[config.mk]
export PLATFORM = sky130hd
export DESIGN_NAME = rom_mac_seq_flat
export DESIGN_NICKNAME = d
export VERILOG_FILES = /design/src/rtl/rom_mac_seq_if.sv /design/src/rtl/rom_mac_seq.sv /design/src/flat_wrapper.sv
export SDC_FILE = /design/constraint.sdc
export NUM_CORES = 1
export LEC_CHECK = 0
export CORE_ASPECT_RATIO = 1.25
export CORE_MARGIN = 4
export CORE_UTILIZATION = 42
export CTS_CLUSTER_DIAMETER = 30
export DETAILED_ROUTE_END_ITERATION = 8
export HOLD_SLACK_MARGIN = 0.06
export PLACE_DENSITY = 0.74
export SLEW_MARGIN = 40
export SYNTH_ARGS = -nofsm -noshare
export SYNTH_HDL_FRONTEND = slang
export SYNTH_SLANG_ARGS = --single-unit
export TNS_END_PERCENT = 1
[constraint.sdc]
create_clock -name clk -period 5.1 [get_ports clk]
set_input_delay 1.02 -clock clk [delete_from_list [all_inputs] [get_ports clk]]
set_output_delay 1.02 -clock clk [all_outputs]
set_load 0.01 [all_outputs]
[src/rtl/rom_mac_seq_if.sv]
// Job/result handshake and ROM-stage address/product bus for rom_mac_seq.
interface rom_mac_seq_if #(
  parameter int unsigned DATA_WIDTH = 4,
  parameter int unsigned ADDR_WIDTH = 6,
  parameter int unsigned ACC_WIDTH  = DATA_WIDTH + ADDR_WIDTH
);
  logic                  start;
  logic [ADDR_WIDTH-1:0] base_a;
  logic [ADDR_WIDTH-1:0] base_b;
  logic [ADDR_WIDTH:0]   len;
  logic [ADDR_WIDTH-1:0] addr_1;
  logic [ADDR_WIDTH-1:0] addr_2;
  logic [DATA_WIDTH-1:0] prod_in;
  logic                  busy;
  logic                  res_valid;
  logic                  res_ready;
  logic [ACC_WIDTH-1:0]  result;

  modport master (
    output start, base_a, base_b, len, prod_in, res_ready,
    input  addr_1, addr_2, busy, res_valid, result
  );

  modport slave (
    input  start, base_a, base_b, len, prod_in, res_ready,
    output addr_1, addr_2, busy, res_valid, result
  );
endinterface

[src/rtl/rom_mac_seq.sv]
// Sequencer that walks two ROM address streams and accumulates the products
// returned by the ROM stage one cycle later, then presents the sum.
module rom_mac_seq #(
  parameter int unsigned DATA_WIDTH = 4,
  parameter int unsigned ADDR_WIDTH = 6,
  parameter int unsigned ACC_WIDTH  = DATA_WIDTH + ADDR_WIDTH
) (
  input  logic          clk,
  input  logic          rst,
  rom_mac_seq_if.slave  bus
);

  typedef enum logic [1:0] {IDLE, RUN, DRAIN, DONE} state_e;

  state_e                state_q;
  logic [ADDR_WIDTH-1:0] base_a_q;
  logic [ADDR_WIDTH-1:0] base_b_q;
  logic [ADDR_WIDTH:0]   len_q;
  logic [ADDR_WIDTH:0]   i_q;
  logic [ADDR_WIDTH-1:0] addr_1_q;
  logic [ADDR_WIDTH-1:0] addr_2_q;
  logic [ACC_WIDTH-1:0]  acc_q;
  logic [ACC_WIDTH-1:0]  result_q;
  logic                  pend_q;
  logic                  busy_q;
  logic                  res_valid_q;

  logic [ADDR_WIDTH:0]   i_d;
  logic [ADDR_WIDTH-1:0] addr_1_d;
  logic [ADDR_WIDTH-1:0] addr_2_d;
  logic [ACC_WIDTH-1:0]  acc_d;

  // Address sums wrap naturally at the address width.
  assign i_d      = i_q + (ADDR_WIDTH+1)'(1);
  assign addr_1_d = base_a_q + ADDR_WIDTH'(i_q);
  assign addr_2_d = base_b_q + ADDR_WIDTH'(i_q);
  assign acc_d    = acc_q + ACC_WIDTH'(bus.prod_in);

  always_ff @(posedge clk) begin
    if (rst) begin
      state_q     <= IDLE;
      base_a_q    <= '0;
      base_b_q    <= '0;
      len_q       <= '0;
      i_q         <= '0;
      addr_1_q    <= '0;
      addr_2_q    <= '0;
      acc_q       <= '0;
      result_q    <= '0;
      pend_q      <= 1'b0;
      busy_q      <= 1'b0;
      res_valid_q <= 1'b0;
    end else begin
      case (state_q)
        IDLE: begin
          if (bus.start) begin
            acc_q  <= '0;
            i_q    <= '0;
            pend_q <= 1'b0;
            busy_q <= 1'b1;
            if (bus.len == '0) begin
              result_q    <= '0;
              res_valid_q <= 1'b1;
              state_q     <= DONE;
            end else begin
              base_a_q <= bus.base_a;
              base_b_q <= bus.base_b;
              len_q    <= bus.len;
              state_q  <= RUN;
            end
          end
        end
        RUN: begin
          addr_1_q <= addr_1_d;
          addr_2_q <= addr_2_d;
          i_q      <= i_d;
          pend_q   <= 1'b1;
          if (pend_q) acc_q <= acc_d;
          if (i_d == len_q) state_q <= DRAIN;
        end
        // Absorb the last in-flight product, then publish the sum.
        DRAIN: begin
          if (pend_q) begin
            acc_q  <= acc_d;
            pend_q <= 1'b0;
          end else begin
            result_q    <= acc_q;
            res_valid_q <= 1'b1;
            state_q     <= DONE;
          end
        end
        DONE: begin
          if (bus.res_ready) begin
            res_valid_q <= 1'b0;
            busy_q      <= 1'b0;
            state_q     <= IDLE;
          end
        end
        default: state_q <= IDLE;
      endcase
    end
  end

  assign bus.addr_1    = addr_1_q;
  assign bus.addr_2    = addr_2_q;
  assign bus.busy      = busy_q;
  assign bus.res_valid = res_valid_q;
  assign bus.result    = result_q;

endmodule

[src/flat_wrapper.sv]
// flat-port wrapper written by rule: the top's interface ports become plain ports
module rom_mac_seq_flat 
#(
  parameter int unsigned DATA_WIDTH = 4,
  parameter int unsigned ADDR_WIDTH = 6,
  parameter int unsigned ACC_WIDTH  = DATA_WIDTH + ADDR_WIDTH
)
  (clk, rst, bus_start, bus_base_a, bus_base_b, bus_len, bus_prod_in, bus_res_ready, bus_addr_1, bus_addr_2, bus_busy, bus_res_valid, bus_result);
  rom_mac_seq_if #(.DATA_WIDTH(DATA_WIDTH), .ADDR_WIDTH(ADDR_WIDTH), .ACC_WIDTH(ACC_WIDTH)) bus_i ();
  input  logic clk;
  input  logic rst;
  input wire logic [$bits(bus_i.start)-1:0] bus_start;
  input wire logic [$bits(bus_i.base_a)-1:0] bus_base_a;
  input wire logic [$bits(bus_i.base_b)-1:0] bus_base_b;
  input wire logic [$bits(bus_i.len)-1:0] bus_len;
  input wire logic [$bits(bus_i.prod_in)-1:0] bus_prod_in;
  input wire logic [$bits(bus_i.res_ready)-1:0] bus_res_ready;
  output wire logic [$bits(bus_i.addr_1)-1:0] bus_addr_1;
  output wire logic [$bits(bus_i.addr_2)-1:0] bus_addr_2;
  output wire logic [$bits(bus_i.busy)-1:0] bus_busy;
  output wire logic [$bits(bus_i.res_valid)-1:0] bus_res_valid;
  output wire logic [$bits(bus_i.result)-1:0] bus_result;
  assign bus_i.start = bus_start;
  assign bus_i.base_a = bus_base_a;
  assign bus_i.base_b = bus_base_b;
  assign bus_i.len = bus_len;
  assign bus_i.prod_in = bus_prod_in;
  assign bus_i.res_ready = bus_res_ready;
  assign bus_addr_1 = bus_i.addr_1;
  assign bus_addr_2 = bus_i.addr_2;
  assign bus_busy = bus_i.busy;
  assign bus_res_valid = bus_i.res_valid;
  assign bus_result = bus_i.result;
  rom_mac_seq #(.DATA_WIDTH(DATA_WIDTH), .ADDR_WIDTH(ADDR_WIDTH), .ACC_WIDTH(ACC_WIDTH)) u_core (.clk(clk), .rst(rst), .bus(bus_i));
endmodule
==> results by stage, run 1 <==
Synthesis:
- The cell type with the highest aggregate area in the netlist is dfxtp_1.
- The number of synthesis warnings is 0.
- Sequential cells were found to cover ~38% of the synthesized design area.
- The share of async-settable or async-resettable flops after synthesis is 0%.
- After synthesis, the most frequently instantiated cells are 63 x dfxtp_1, 37 x nor2_1, 36 x a21oi_1, 28 x nand3_1, 27 x nand2_1.
- The cell count after synthesis came out at around 390.
- By instance count, the leading cell after synthesis is dfxtp_1.
- The net count after synthesis is between 400 and 500.
- The most used flip-flop cell after synthesis is dfxtp_1.
- Summed over its instances, the top area cell type makes up between 30 and 40% of the synthesized netlist area.
- The post-synthesis register bit count is between 60 and 70.
- Summing every instance area after synthesis gives about 3400 µm².
- A synthesized cell averages ~8.7 µm².
- The number of distinct library cells after synthesis is between 50 and 60.
- Yosys mapped a number of flops with a built-in enable equal to 0.
- Sorting the synthesized cells by area gives the leading types as dfxtp_1 38%, ha_1 7.5%, mux2i_1 6.0%.

STA:
- Derived from the worst setup path, the maximum achievable clock frequency is 0.332 GHz.
- The worst path needs about 3.0 ns of the cycle, external delays included.
- At the pin with the least slew margin, the transition time is roughly 0.70 ns.
- For the final routed database, the setup TNS stands at 0 ns.
- The final number of max-transition violations is 0.
- The worst max-slew margin expressed relative to the limit is 53.5%.
- Setup violations remaining at the end of the flow were counted as 0.
- The number of hold violations in the final report was 0.
- The worst-case clock skew is ~0.0084 ns.
- The worst path uses 59.0% of the clock period.
- Setup repair after global routing left no endpoint under its margin.
- In the post-route analysis, the smallest setup slack over all paths is roughly 2.1 ns.

Worst setup path:
- Counting both buffers and inverters, the worst setup path holds a total of 1.
- Walking the worst path, the cells encountered are clkdlybuf4s50_1, nand2b_1, and4_1, nand4_1, or4_1, a21oi_1.
- The critical path required time is ~5.4 ns.
- The reg2reg setup slack is roughly 2.6 ns.
- The critical path starts at bus_start.
- The end of the critical path is u_core.acc_q[9].
- On the worst path, the slowest cell contributes a delay of around 0.77 ns.
- The logic depth of the worst setup path including buffers is 6.
- The arrival time of the worst setup path is 3.28 ns.
- The length in cells of the worst reg-to-reg path is 7.
- STA classifies the critical path startpoint as a primary input.
- The standard cell with the maximum stage delay on the critical path is clkdlybuf4s50_1.
- In this run the worst path has a maximum fanout of 13.
- The worst register-to-register path begins at u_core.state_q[0].
- The reg-to-reg endpoint is u_core.acc_q[9].
- The critical setup path kind is primary input to flip-flop.
- The type of element capturing the critical path is a flip-flop.
- The kind of cell with the highest combined delay along the critical path is simple AND/OR/NAND/NOR gates.

Placed design:
- The HPWL after detailed placement is about 5400 µm.
- At the end of routability-driven placement, the weighted congestion stood at 0.813.
- The post-placement setup slack is 1.80 ns.
- Buffers placed on the I/O ports in this run total 50.

Floorplan:
- The initial cell density of the core is a little over two fifths.
- The die covers between 9000 and 10000 µm².
- The height of the die is between 100 and 150 µm.
- The number of ports placed on the die boundary is just over 50.
- The total number of placement rows is 36.
- The die outline width is between 80 and 90 µm.
- The region available for standard cell placement spans approximately 8000 µm².

Drt:
- The detailed router finished its first iteration with 120 violations.
- The remaining antenna violation count is 0.
- The vias after detailed routing is 2812.
- The final routed wire length divided by cell count is around 14 µm.
- In the routed design, unresolved DRC markers number 0.
- The via density per instance is roughly 5.3.
- The number of search-and-repair iterations in the first detailed-routing pass is 4.
- For this block, the routed nets add up to roughly 7600 µm of wire.

Min path:
- The type of the worst min-delay path is flip-flop to flip-flop.

Power and ir drop:
- The leakage component of the power is 1.60 nW.
- The share of total power in the clock network is 24.2%.
- The share of total power in sequential cells is between 30% and 40%.
- Net switching is 37.7% of the power.
- Internal power comes to approximately 1.2 mW.
- The power density over cell area is around 450 nW/µm².
- IR analysis of the VDD net gives a maximum drop of between 0.00015 and 0.0002 V.
- The combinational share of power is around two fifths.
- The switching power of the nets is roughly 700 µW.

Clock network:
- The number of clock buffers added by TritonCTS is 9.
- The number of gates given a new drive strength after cts is 0.
- In this run, post-CTS hold repair placed 0 buffers.
- The buffer count from post-CTS setup fixing is 0.
- The clock passes through at most 2 buffers.
- The H-tree was split into 3 levels.
- The root buffer cell chosen for the clock tree is clkbuf_8.
- At the later pin of the worst-skew pair, clock insertion delay measures 0.34 ns.
- CTS saw 63 sinks.
- The clock tree from TritonCTS is built.
- The post-CTS clock slew at the launch and capture registers of the worst setup and hold paths is ~0.070 ns.

Cells and area:
- Cells with a size suffix above 1 make up 6.96% of the layout.
- The number of antenna cells inserted is 0.
- From synthesis to final layout, the design area changed by 21.9%.
- The total of fill cells in the finished design is 726.
- The final-stage net count is between 400 and 500.

GRT:
- The sum of overflow across all layers after global routing is 0.
- The largest net degree at the start of global routing is 57.
- In the global route stage, overall resource usage came out at between 10% and 20%.
- The first global-routing pass estimated between 10000 and 15000 µm of wire.
- The number of global-route vias before repair is 2693.
- The number of antenna violations at the first check in global routing was 0.

Outcome:
- The flow ran to the end, and the final reports show no timing, DRC or antenna violations.

Flow run:
- The tool flagged a number of max-cap violations equal to 0.
[cell type report]
cell class | count | area [µm²] | area share [%]
repair buffers | 51 | 505 | 12.3
clock inverters | 3 | 40.0 | 0.978
clock buffers | 13 | 169 | 4.13
well taps | 95 | 119 | 2.90
inverters | 16 | 60.1 | 1.47
flip-flops and latches | 63 | 1260 | 30.8
multi-input cells | 285 | 1940 | 47.4
[routing by layer]
metal / track usage, % / vias up / share of wire [%] / routed length [µm]
li1: - / 1436 / - / -
met1: 19.6 / 1288 / 42 / 3190
met3: 4.19 / 17 / 4.2 / 320
met5: 0 / - / 0 / 0
met4: 7.79 / 0 / 2.4 / 181
met2: 28.1 / 71 / 51 / 3860
[power by group through the flow]
stage	combinational, mW	clock [mW]	sequential, mW
finish	0.770	0.451	0.641
global route	0.859	0.490	0.651
CTS	0.775	0.466	0.642
detailed placement	0.770	0	0.652
global placement	0.748	0	0.650
floorplan	0.585	0	0.642
[stage by stage]
stage | instances | instance area [µm²] | power, mW | hold WS [ns] | util [%]
global placement | 510 | 3870 | 1.40 | 0.453 | 49.7
CTS | 526 | 4090 | 1.88 | 0.472 | 52.5
floorplan | 385 | 3360 | 1.23 | 0.448 | -
finish | 526 | 4090 | 1.86 | 0.466 | 52.5
detailed placement | 510 | 3880 | 1.42 | 0.461 | 49.9
global route | 526 | 4090 | 2.00 | 0.490 | 52.5
[worst min path at each step]
stage,from,end,slack (ns),depth (start not counted)
floorplan,u_core.len_q[0],u_core.len_q[0],0.45,2
global placement,u_core.bus.result[1],u_core.bus.result[1],0.45,2
detailed placement,u_core.bus.addr_1[4],u_core.bus.addr_1[4],0.46,2
CTS,u_core.bus.addr_1[4],u_core.bus.addr_1[4],0.47,2
global route,u_core.bus.result[3],u_core.bus.result[3],0.49,2
finish,u_core.bus.addr_1[4],u_core.bus.addr_1[4],0.47,2
[state kept, by name, summed over array words and instances, names as in the netlist]
register and flops:
u_core.acc_q 10, u_core.base_a_q 6, u_core.base_b_q 6, u_core.bus.addr_1 6
u_core.bus.addr_2 6, u_core.bus.busy 1, u_core.bus.res_valid 1, u_core.bus.result 10
u_core.i_q 7, u_core.len_q 7, u_core.pend_q 1, u_core.state_q 2
[worst register-to-register path: stages (launching register included)]
cell and delay (ns):
dfxtp_1 0.43, inv_1 0.09, ha_1 0.41, nand2b_1 0.37, and4_1 0.29, nand4_1 0.17, or4_1 0.50, a21oi_1 0.14
[logic make-up after synthesis]
family          synth area share, %
compound gates                 16.9
mux                            6.30
fa+ha+maj                      9.24
simple gates                   20.6
xor+xnor                       4.43
buf+inv                        4.96
flops                          37.6
[placed cells by master (no fill, tap or decap), types with 10 or more instances in the layout]
master           count
a21oi_1             35
clkbuf_8            12
clkdlybuf4s50_1     49
dfxtp_1             63
ha_1                20
inv_1               16
mux2i_1             20
nand2_1             27
nand2b_1            14
nand3_1             27
nor2_1              37
o21ai_0             10
xnor2_1             10
Power figures use the tool's default switching activity.
==> run 2: changes to the inputs <==
--- a/config.mk
+++ b/config.mk
@@ -11,7 +11,7 @@
 export CTS_CLUSTER_DIAMETER = 30
 export DETAILED_ROUTE_END_ITERATION = 8
 export HOLD_SLACK_MARGIN = 0.06
-export PLACE_DENSITY = 0.74
+export PLACE_DENSITY = 0.76
 export SLEW_MARGIN = 40
 export SYNTH_ARGS = -nofsm -noshare
 export SYNTH_HDL_FRONTEND = slang
==> constraint.sdc (replaced) <==
create_clock -name clk -period 2.5 [get_ports clk]
set_input_delay 0.5 -clock clk [delete_from_list [all_inputs] [get_ports clk]]
set_output_delay 0.5 -clock clk [all_outputs]
set_load 0.01 [all_outputs]
==> results by stage, run 2 (synthesis results as in run 1) <==
STA:
- The fraction of the cycle the final worst path needs is 86.7%.
- The total setup violations reported at the end of the flow is 0.
- The achievable frequency is around 0.46 GHz.
- Setup repair after global routing left no endpoint under its margin.
- The final total negative setup slack is 0 ns.
- The number of hold violations in the final report came to 0.
- Measured against its own limit, the worst slew margin works out to 64.5%.
- At the pin with the least slew margin, the transition time is approximately 0.53 ns.
- The final number of max-transition violations is 0.
- On the final layout, the worst clock skew is 0.00839 ns.
- The worst path needs roughly 2.2 ns of the cycle, external delays included.

Drt:
- The number of search-and-repair iterations in the first detailed-routing pass is 4.
- The total wirelength of the detailed-routed design is 7320 µm.
- The first routing iteration left 94 violations.
- Once detail routing completed, the nets flagged for antenna violations numbered 0.
- The vias after detailed routing is between 2000 and 3000.
- After detailed routing, the wire length on met1 is between 2000 and 3000 µm.
- Wire segments on met2 add up to 3840 µm in the final route.
- The uppermost signal routing layer after detailed routing is met4.
- The final routed wire length divided by cell count is 13.7 µm.
- The DRC violation count after routing is 0.
- The met3 wire length is between 300 and 400 µm.
- The via density per instance is 5.41.

GRT:
- The number of global-route vias before repair is approximately 2900.
- For this run the aggregate overflow at the end of global routing stands at 0.
- The total global routing track utilization is between 10% and 20%.
- The number of antenna violations at the first check in global routing is 0.
- The first global-routing pass estimated ~13000 µm of wire.
- The largest net degree at the start of global routing is 25.

Placed design:
- In this run the tool buffered the top-level ports with 50 buffer cells.
- After legalization and detailed placement, the total HPWL measured 5610 µm.
- The total placed cells including tap cells is 518.
- At the end of routability-driven placement, the weighted congestion stood at 0.780.

Min path:
- In this run the worst hold path is classified as flip-flop to flip-flop.
- The worst hold path passes through 2 cells.

Power and ir drop:
- Summing internal, switching and leakage power gives 3.83 mW.
- The maximum resistive drop on vdd is roughly 0.0005 V.
- The power density over cell area is between 900 and 1000 nW/µm².
- Summed over all cells, the static leakage comes to between 1.5 and 2 nW.

Flow run:
- The tool flagged a number of max-cap violations equal to 0.

Clock network:
- The number of clock buffers inserted by TritonCTS is 9.
- The buffer count from post-CTS setup fixing is 0.
- The tree built by TritonCTS fans out to 63 sinks.
- The clock network latency to the later pin of the worst-skew pair is between 0.3 and 0.4 ns.
- The H-tree generated during clock tree synthesis spans 3 levels.
- The total of hold buffers inserted after clock tree synthesis is 0.
- The post-CTS clock slew at the launch and capture registers of the worst setup and hold paths is 0.07 ns.
- TritonCTS built the clock tree.
- The root buffer cell is clkbuf_8.
- The number of gates given a new drive strength after cts is 0.
- In this run the deepest clock path goes through 2 buffers.

Cells and area:
- After the flow finishes, the layout carries non-filler instances totaling approximately 530.
- The share of layout cells above drive strength 1 is a little over 8%.
- Leaving out fill and tap cells, the most frequent cells in the layout are 63 x dfxtp_1, 49 x clkdlybuf4s50_1, 37 x nor2_1.
- The filler cells instantiated in the layout total roughly 730.
- The final design utilization is between 50% and 60%.
- The signed area change from the synthesized netlist to the final layout is 23.4%.
- For this run, the post-layout net count is a little under 500.
- The number of antenna cells inserted is 0.
- The most common cell after layout, fill and taps aside is dfxtp_1.

Worst setup path:
- The delay of the slowest cell on the worst path is 0.50 ns.
- Walking the worst path, the cells encountered are inv_1, ha_1, nand2b_1, and4_1, nand4_1, or4_1, a21oi_1.
- By startpoint and endpoint, the worst setup path is classified as flip-flop to flip-flop.
- Of all nets on the critical path, the largest fanout is 6.
- The worst register-to-register path has a depth of 7.
- The critical path launch point type is a flip-flop.
- The arrival time of the worst setup path is ~2.4 ns.
- Among cell families on the critical path, the largest total delay comes from simple AND/OR/NAND/NOR gates.
- The logic depth of the worst setup path including buffers is 7.
- The buffer and inverter count on the worst path is 1.
- For this design, the slowest cell found on the critical path is or4_1.
- The worst setup path is captured at a flip-flop.
- STA puts the critical path data required time at about 2.8 ns.

Floorplan:
- The initial cell density of the core is between 40% and 50%.
- The core footprint is around 8000 µm².
- The die is between 80 and 90 µm wide.
- The die outline area is 9500 µm².
- The height of the die is between 100 and 150 µm.
- The total number of placement rows is 36.
- Pin placement for this block handled 51 I/O pins.

Outcome:
- The flow ran to the end, and the final reports show no timing, DRC or antenna violations.
## run 2: path summary, 6_finish.rpt
check	startpoint	endpoint	slack [ns]
worst max-delay path	u_core.state_q[0]	u_core.acc_q[9]	0.33
worst min-delay path	u_core.bus.result[8]	u_core.bus.result[8]	0.47
worst max register to register	u_core.state_q[0]	u_core.acc_q[9]	0.33
worst min register to register	u_core.bus.result[8]	u_core.bus.result[8]	0.47
## run 2: cell type report
type | instances | area, µm² | area share, %
clock inverters | 5 | 57.6 | 1.39
inverters | 16 | 60.1 | 1.45
multi-input cells | 285 | 1930 | 46.6
flip-flops and latches | 63 | 1260 | 30.4
well taps | 95 | 119 | 2.87
clock buffers | 11 | 141 | 3.41
repair buffers | 59 | 576 | 13.9
## run 2: power breakdown
part           total (mW)  internal (mW)  switching [mW]
Combinational        1.64          0.733           0.903
Clock               0.884          0.486           0.398
Sequential           1.31           1.16           0.143
Total                3.83           2.38            1.44
## run 2: worst reg2reg max path: cells and delay by family (launching register included)
kind / cells / cell delay [ns]
buffers and inverters: 1 / 0.09
adder cells (fa/ha/maj): 1 / 0.39
flip-flops: 1 / 0.42
AO/OA/AOI/OAI: 1 / 0.14
AND/OR/NAND/NOR: 4 / 1.05
## run 2: per-stage QoR
step / hold slack [ns] / setup WS (ns) / area [µm²]
after global placement: 0.454 / 0.0998 / 3950
after global routing: 0.492 / 0.192 / 4150
after detailed placement: 0.458 / 0.0591 / 3950
after CTS: 0.469 / 0.340 / 4150
after floorplan: 0.448 / 0.509 / 3360
final: 0.467 / 0.332 / 4150
## run 2: routing by layer
layer,global-route usage [%],vias to the layer above
li1,-,1452
met1,18.3,1335
met2,30.3,80
met3,4.27,20
met4,7.13,0
met5,0,-
